$ cat src/rtl/reg_bank_serializer.sv
// reg_bank_serializer: snapshots an eight-word register bank (r0..r7) on an
// accepted start, then streams the words out one per beat over valid/ready.
// REVERSE selects the emission order (0: r0..r7, 1: r7..r0).
// Optional feature macro: REG_BANK_SERIALIZER_CHECKSUM_EN appends a ninth
// beat carrying the XOR of the snapshot words, with out_idx = 8.
module reg_bank_serializer #(
  parameter int DATA_W  = 32,
  parameter int REVERSE = 0
) (
  input  logic              clk,
  input  logic              reset,
  input  logic [DATA_W-1:0] r0,
  input  logic [DATA_W-1:0] r1,
  input  logic [DATA_W-1:0] r2,
  input  logic [DATA_W-1:0] r3,
  input  logic [DATA_W-1:0] r4,
  input  logic [DATA_W-1:0] r5,
  input  logic [DATA_W-1:0] r6,
  input  logic [DATA_W-1:0] r7,
  input  logic              start,
  output logic [DATA_W-1:0] out_data,
  output logic [3:0]        out_idx,
  output logic              out_valid,
  input  logic              out_ready,
  output logic              busy,
  output logic              done
);

  typedef enum logic [1:0] {
    IDLE,
    SEND
`ifdef REG_BANK_SERIALIZER_CHECKSUM_EN
    ,CSUM
`endif
  } state_t;

  state_t            r_state;
  state_t            w_state_nxt;
  logic [DATA_W-1:0] r_buf [8];
  logic [2:0]        r_cnt;
  logic [DATA_W-1:0] r_data;
  logic [3:0]        r_idx;
  logic              r_done;

  logic [DATA_W-1:0] w_in [8];
  logic              w_load;
  logic [2:0]        w_cnt_nxt;
  logic [2:0]        w_cnt_inc;
  logic [DATA_W-1:0] w_data_nxt;
  logic [3:0]        w_idx_nxt;
  logic              w_done_nxt;

  // Map beat number to source index according to the emission order.
  function automatic logic [2:0] f_sel(input logic [2:0] k);
    return (REVERSE != 0) ? (3'd7 - k) : k;
  endfunction

  assign w_in[0] = r0;
  assign w_in[1] = r1;
  assign w_in[2] = r2;
  assign w_in[3] = r3;
  assign w_in[4] = r4;
  assign w_in[5] = r5;
  assign w_in[6] = r6;
  assign w_in[7] = r7;

  assign w_cnt_inc = r_cnt + 3'd1;

`ifdef REG_BANK_SERIALIZER_CHECKSUM_EN
  logic [DATA_W-1:0] w_csum;

  // XOR of the snapshot words, immune to input changes after start.
  always_comb begin
    w_csum = '0;
    for (int unsigned i = 0; i < 8; i++) begin
      w_csum = w_csum ^ r_buf[i];
    end
  end
`endif

  // State register.
  always_ff @(posedge clk or posedge reset) begin
    if (reset) r_state <= IDLE;
    else       r_state <= w_state_nxt;
  end

  // Next state plus the next beat's word/index; the beat after the current one
  // is loaded into the output registers on the transferring edge, so output
  // is stable during stalls and there are no bubbles with ready held high.
  always_comb begin
    w_state_nxt = r_state;
    w_load      = 1'b0;
    w_cnt_nxt   = r_cnt;
    w_data_nxt  = r_data;
    w_idx_nxt   = r_idx;
    w_done_nxt  = 1'b0;
    case (r_state)
      IDLE: begin
        if (start) begin
          w_load      = 1'b1;
          w_cnt_nxt   = '0;
          w_data_nxt  = w_in[f_sel(3'd0)];
          w_idx_nxt   = {1'b0, f_sel(3'd0)};
          w_state_nxt = SEND;
        end
      end
      SEND: begin
        if (out_ready) begin
          if (r_cnt != 3'd7) begin
            w_cnt_nxt  = w_cnt_inc;
            w_data_nxt = r_buf[f_sel(w_cnt_inc)];
            w_idx_nxt  = {1'b0, f_sel(w_cnt_inc)};
          end else begin
`ifdef REG_BANK_SERIALIZER_CHECKSUM_EN
            w_data_nxt  = w_csum;
            w_idx_nxt   = 4'd8;
            w_state_nxt = CSUM;
`else
            w_cnt_nxt   = '0;
            w_done_nxt  = 1'b1;
            w_state_nxt = IDLE;
`endif
          end
        end
      end
`ifdef REG_BANK_SERIALIZER_CHECKSUM_EN
      CSUM: begin
        if (out_ready) begin
          w_cnt_nxt   = '0;
          w_done_nxt  = 1'b1;
          w_state_nxt = IDLE;
        end
      end
`endif
      default: w_state_nxt = IDLE;
    endcase
  end

  // Snapshot buffer, beat counter, output word/index and done pulse.
  always_ff @(posedge clk or posedge reset) begin
    if (reset) begin
      for (int unsigned i = 0; i < 8; i++) r_buf[i] <= '0;
      r_cnt  <= '0;
      r_data <= '0;
      r_idx  <= '0;
      r_done <= 1'b0;
    end else begin
      if (w_load) begin
        for (int unsigned i = 0; i < 8; i++) r_buf[i] <= w_in[i];
      end
      r_cnt  <= w_cnt_nxt;
      r_data <= w_data_nxt;
      r_idx  <= w_idx_nxt;
      r_done <= w_done_nxt;
    end
  end

  assign out_data  = r_data;
  assign out_idx   = r_idx;
  assign out_valid = (r_state != IDLE);
  assign busy      = (r_state != IDLE);
  assign done      = r_done;

endmodule

$ cat config.mk
export PLATFORM = sky130hd
export DESIGN_NAME = reg_bank_serializer
export DESIGN_NICKNAME = d
export VERILOG_FILES = /design/src/rtl/reg_bank_serializer.sv
export SDC_FILE = /design/constraint.sdc
export NUM_CORES = 1
export LEC_CHECK = 0
export CORE_ASPECT_RATIO = 0.9
export CORE_MARGIN = 2
export CORE_UTILIZATION = 35
export CTS_CLUSTER_DIAMETER = 150
export DETAILED_ROUTE_END_ITERATION = 6
export GPL_ROUTABILITY_DRIVEN = 0
export GPL_TIMING_DRIVEN = 0
export PLACE_DENSITY = 0.68
export REMOVE_ABC_BUFFERS = 1
export SLEW_MARGIN = 40
export SYNTH_ARGS = -nofsm -noshare
export SYNTH_HDL_FRONTEND = slang
export SYNTH_SLANG_ARGS = --single-unit
$ cat constraint.sdc
create_clock -name clk -period 18.42 [get_ports clk]
set_clock_uncertainty 0.05 [all_clocks]
set_input_delay 3.684 -clock clk [delete_from_list [all_inputs] [get_ports clk]]
set_output_delay 3.684 -clock clk [all_outputs]
set_load 0.005 [all_outputs]
Word-level counts from Yosys, hierarchy flattened --
Cells that the tools add are included. Widths: inputs -> output; s select.
Operators by class: reductions and logical operators 6, equality and inequality tests 6, bitwise gates (word level) 1, $add $sub $neg 1, order comparisons 1, muxes and demuxes 24
Operator list (count):
- $mux 32 | 5
- $bmux 32 s3 | 1
- $pmux 32 s2 | 1
- $mux 4 | 3
- $mux 3 | 3
- $ne 2x2->1 const B | 4
- $pmux 4 s2 | 1
- $mux 2 | 3
- $pmux 3 s2 | 1
- $reduce_and 3->1 | 2
- $mux 1 | 5
- $ge 4x4->1 const B | 1
- $not 3->4 | 1
- $pmux 2 s2 | 1
- $reduce_and 4->1 | 1
- $reduce_bool 2->1 | 2
- $add 3x1->3 const B | 1
- $ne 3x3->1 const B | 1
- $eq 2x1->1 const B | 1
- $logic_not 2->1 | 1
Storage, ports and cells: flip-flop bits (word level) 298, logic and storage cells 52, output and inout port bits 39, bits of input ports 260

Longest topological paths before layout --
Gate-level depths: netlist of run 1.
depth in word-level cells 8, mapped depth 8, depth with buffers taken out 5

Worst setup path before layout of run 1 --
OpenSTA, ideal clock, no wires.
kind input to register, start point input out_ready, end point register r_data[10] (netlist: out_data[10]), slack 13.750 ns, buffers on the path 3, data required time 18.233 ns, setup time 0.137 ns, arrival time 4.483 ns, cell stages on the path 6, path through clkbuf_2 and3b_1 buf_2 buf_2 nor3_1 a41oi_2
Between the ends: cells in the longest elaborated chain, start to end 2
Ends and longest elaborated chain:
- from (decl) | RTL line 24 | input logic out_ready,
- $ne 2x2->1 (no source line)
- $reduce_and 4->1 (no source line)
- to (signal assigned) | RTL line 152 | r_data <= w_data_nxt;
- to (decl) | RTL line 41 | logic [DATA_W-1:0] r_data;
Every way passes these cells. A chain may end at the register's enable or synchronous reset.

Final worst setup path of run 1 --
start point register r_state[0], end point output busy
Between the ends: cells in the longest elaborated chain, start to end 1
Ends and longest elaborated chain:
- from (decl) | RTL line 37 | state_t r_state;
- from (signal assigned) | RTL line 84 | else r_state <= w_state_nxt;
- $reduce_bool 2->1 | RTL line 161 | assign busy = (r_state != IDLE);
- to (decl) | RTL line 25 | output logic busy,
Every way passes these cells.

==> results of run 1 <==
final cells by class:
cell class	instances	area [sq um]	area share, %
Sequential cell	296	7410	39.7
Tap cell	525	657	3.52
Inverter	3	18.8	0.101
Timing Repair Buffer	329	3630	19.4
Clock buffer	45	986	5.28
Antenna cell	3	7.51	0.0402
Clock inverter	15	211	1.13
Multi-Input combinational cell	1086	5750	30.8
cells by family (layout without fill, tap and decap cells):
logic type | Yosys count | after routing | share of synthesized area, %
other | 1 | 4 | 0.0274
adders and majority gates | 3 | 3 | 0.275
muxes | 100 | 100 | 11.0
buffers and inverters | 105 | 392 | 4.17
AOI/OAI and AO/OA | 72 | 72 | 4.75
and+or+nand+nor | 910 | 910 | 25.6
DFF | 296 | 296 | 54.2
final timing paths:
check                           start      endpoint  slack, ns  depth (start not counted)
max in group asynchronous       reset    r_buf[173]      13.92                          3
max reg2reg                  r_cnt[0]  out_data[22]      15.64                          7
min in group asynchronous       reset    r_buf[124]       3.58                          2
max                        r_state[0]          busy      12.74                          1
min reg2reg                r_buf[219]    r_buf[219]       0.42                          2
min                        r_buf[219]    r_buf[219]       0.42                          2
sequential cells by signal, indices dropped and copies added, names as in the netlist:
name and cells:
done 1, out_data 32, out_idx 3, r_buf 256
r_cnt 3, r_state 1
power by group through the flow:
stage | Combinational [mW] | Clock [mW] | Sequential (mW)
finish | 1.26 | 0.724 | 1.18
global route | 1.40 | 0.771 | 1.22
CTS | 1.28 | 0.746 | 1.18
detailed placement | 1.27 | 0 | 1.18
global placement | 1.26 | 0 | 1.18
floorplan | 0.843 | 0 | 1.13
layer usage:
| metal | track usage (%) | up-vias | wire (um) |
|---|---|---|---|
| li1 | - | 5309 | - |
| met1 | 25.4 | 5429 | 17200 |
| met2 | 31.1 | 310 | 18100 |
| met3 | 4.22 | 76 | 2410 |
| met4 | 6.59 | 2 | 997 |
| met5 | 0 | - | 13 |
metrics by stage:
step	area (sq um)	cells	hold slack [ns]
after global placement	16700	2207	0.399
after floorplan	13100	1385	0.387
after global routing	18700	2302	0.433
after detailed placement	17500	2239	0.405
after CTS	18700	2299	0.419
final	18700	2302	0.416
synthesized netlist by cell type:
cell / count
a22o_1: 5
a41oi_1: 12
a41oi_2: 20
and3_1: 2
and3b_1: 2
buf_12: 2
buf_2: 78
buf_4: 7
buf_6: 1
buf_8: 1
clkbuf_1: 12
clkbuf_2: 1
conb_1: 1
dfrtp_1: 296
ha_1: 3
inv_1: 3
mux2_2: 67
mux2i_1: 1
mux4_1: 5
mux4_2: 27
nand2_1: 865
nand2b_1: 2
nand3b_1: 1
nand3b_2: 1
nor2_1: 2
nor2b_1: 3
nor3_1: 32
o21ai_0: 32
o21ai_1: 3
==> summary.txt, run 1 <==
Logic synthesis
  • Sequential fraction of the synthesis area: 54.2%
  • Mapped Avg Cell Area: 9.19 sq um
  • Yosys top cell by area: dfrtp_1
  • Syn. warnings: 0
  • Synth cell types: 29
  • Synth Register Bits: 296
  • Syn Std Cell Area: ~14000 sq um
  • Share of the synthesized area in the top cell type: 54.2%
  • Main area contributors after synthesis: dfrtp_1 54%, nand2_1 24%, mux2_2 5.5%
  • Synth Instances: 1487

Global routing
  • Largest net degree at the start of global routing: just under 80
  • First-pass GRT wire length: 61400 um
  • Total grt overflow: 0
  • GR Util All Layers: 19.2%
  • Initial antenna violation count: 4
  • Vias in the first global route: roughly 12000

Floorplan
  • Starting Density: a little over a third
  • Die X: 212 um
  • Std cell rows: a little under 70
  • Chip height: about 190 um
  • Die area: 40600 sq um
  • Core Area: 38500 sq um
  • I/O pin total: 299

Place
  • Port buffer count: 297
  • HPWL after DPL: approximately 26000 um
  • Pre-CTS WS: 12.48 ns

Cells and area
  • Most frequent cells in the layout: 865 x nand2_1, 297 x clkdlybuf4s50_1, 295 x dfrtp_1
  • Synth-to-Final Area Change: 36.6%
  • Most common cell after layout, fill and taps aside: nand2_1
  • Nets: 2014
  • Fraction of layout cells with a size suffix above 1: a little under an eighth
  • Filler instances: about 3600
  • Fin util: 48.5%

Clocking
  • Postcts setup bufs: 0
  • CTS Sinks: 296
  • CTS tree: done
  • Max Root-Sink Buffers: 3
  • Worst-skew pair later-pin latency: 0.51 ns
  • Root Driver: clkbuf_16
  • Cts hold-fix bufs: 0
  • Number of H-tree levels: 2
  • Post-CTS sizing: 0
  • Clock slew at reported path FFs: ~0.060 ns
  • Num CTS Buffers: 35

Detailed routing
  • DRT Pass-1 Iters: 5
  • DRC errors left: 0
  • 1st-iter DRT viols: 758
  • Final ANT Viol Nets: 0
  • Drt total wl: 38800 um
  • Via count: 11100
  • WL/cell: 16.8 um
  • DR vias/cell: ~4.8

Power
  • Power Total: ~3.2 mW
  • VDD IR-drop max: 0.0000962 V
  • Part of the power in registers: 37.2%
  • Part of the power in combinational logic: about 40%
  • Psw: 1.08 mW
  • PD cells: ~170 nW/um^2
  • Internal Dissipation: about 2.1 mW
  • Clock power share: 22.9%
  • Net Sw Frac: between 30% and 40%
  • Leakage power: 8.79 nW

Worst setup path
  • CP max-delay cell: dfrtp_1
  • Crit-path cells: clkdlybuf4s50_1
  • Critical Path Fanout Max: 18
  • Critical path required time: 14.69 ns
  • Startpoint Class: flop
  • CP Buf/Inv Count: 1
  • Largest stage delay on the critical path: about 0.8 ns
  • Crit path capture type: output port
  • CP arrival: 1.95 ns
  • CP delay by family, top: flip-flops
  • Setup CP Type: reg -> out

Hold path
  • Min-Delay Path Class: reg -> reg

Timing
  • Max Fclk: 176 MHz
  • Worst slew pin tran: 0.704 ns
  • Count of final setup violators: 0
  • Post-route setup TNS: 0 ns
  • Slew Limit Headroom: 53.0%
  • Final Slew Violations: 0
  • Final critical-path required period: 5.68 ns
  • Setup WS post-layout: 12.74 ns
  • Final hold viol count: 0
  • RSZ-0062 raised after global routing: no
  • Period utilisation layout: 30.9%

Run
  • Maxcap violations: 0

Status
  • Run status: finished clean
No activity file was read; power rests on OpenSTA's default activity.
==> run 2: changes to the inputs <==
==> constraint.sdc (replaced) <==
create_clock -name clk -period 5.3 [get_ports clk]
set_clock_uncertainty 0.05 [all_clocks]
set_input_delay 1.06 -clock clk [delete_from_list [all_inputs] [get_ports clk]]
set_output_delay 1.06 -clock clk [all_outputs]
set_load 0.005 [all_outputs]
==> results of run 2 <==
The final DEF is identical to that of run 1. Status: finished clean.
Main changes from that run: setup slack after placement 12.48 ns -> 1.98 ns; setup slack after layout 12.74 ns -> 2.24 ns; register-to-register setup slack 15.64 ns -> 2.52 ns; total power 3.16 mW -> 11.0 mW; worst IR drop on VDD 0.0000962 V -> 0.000334 V
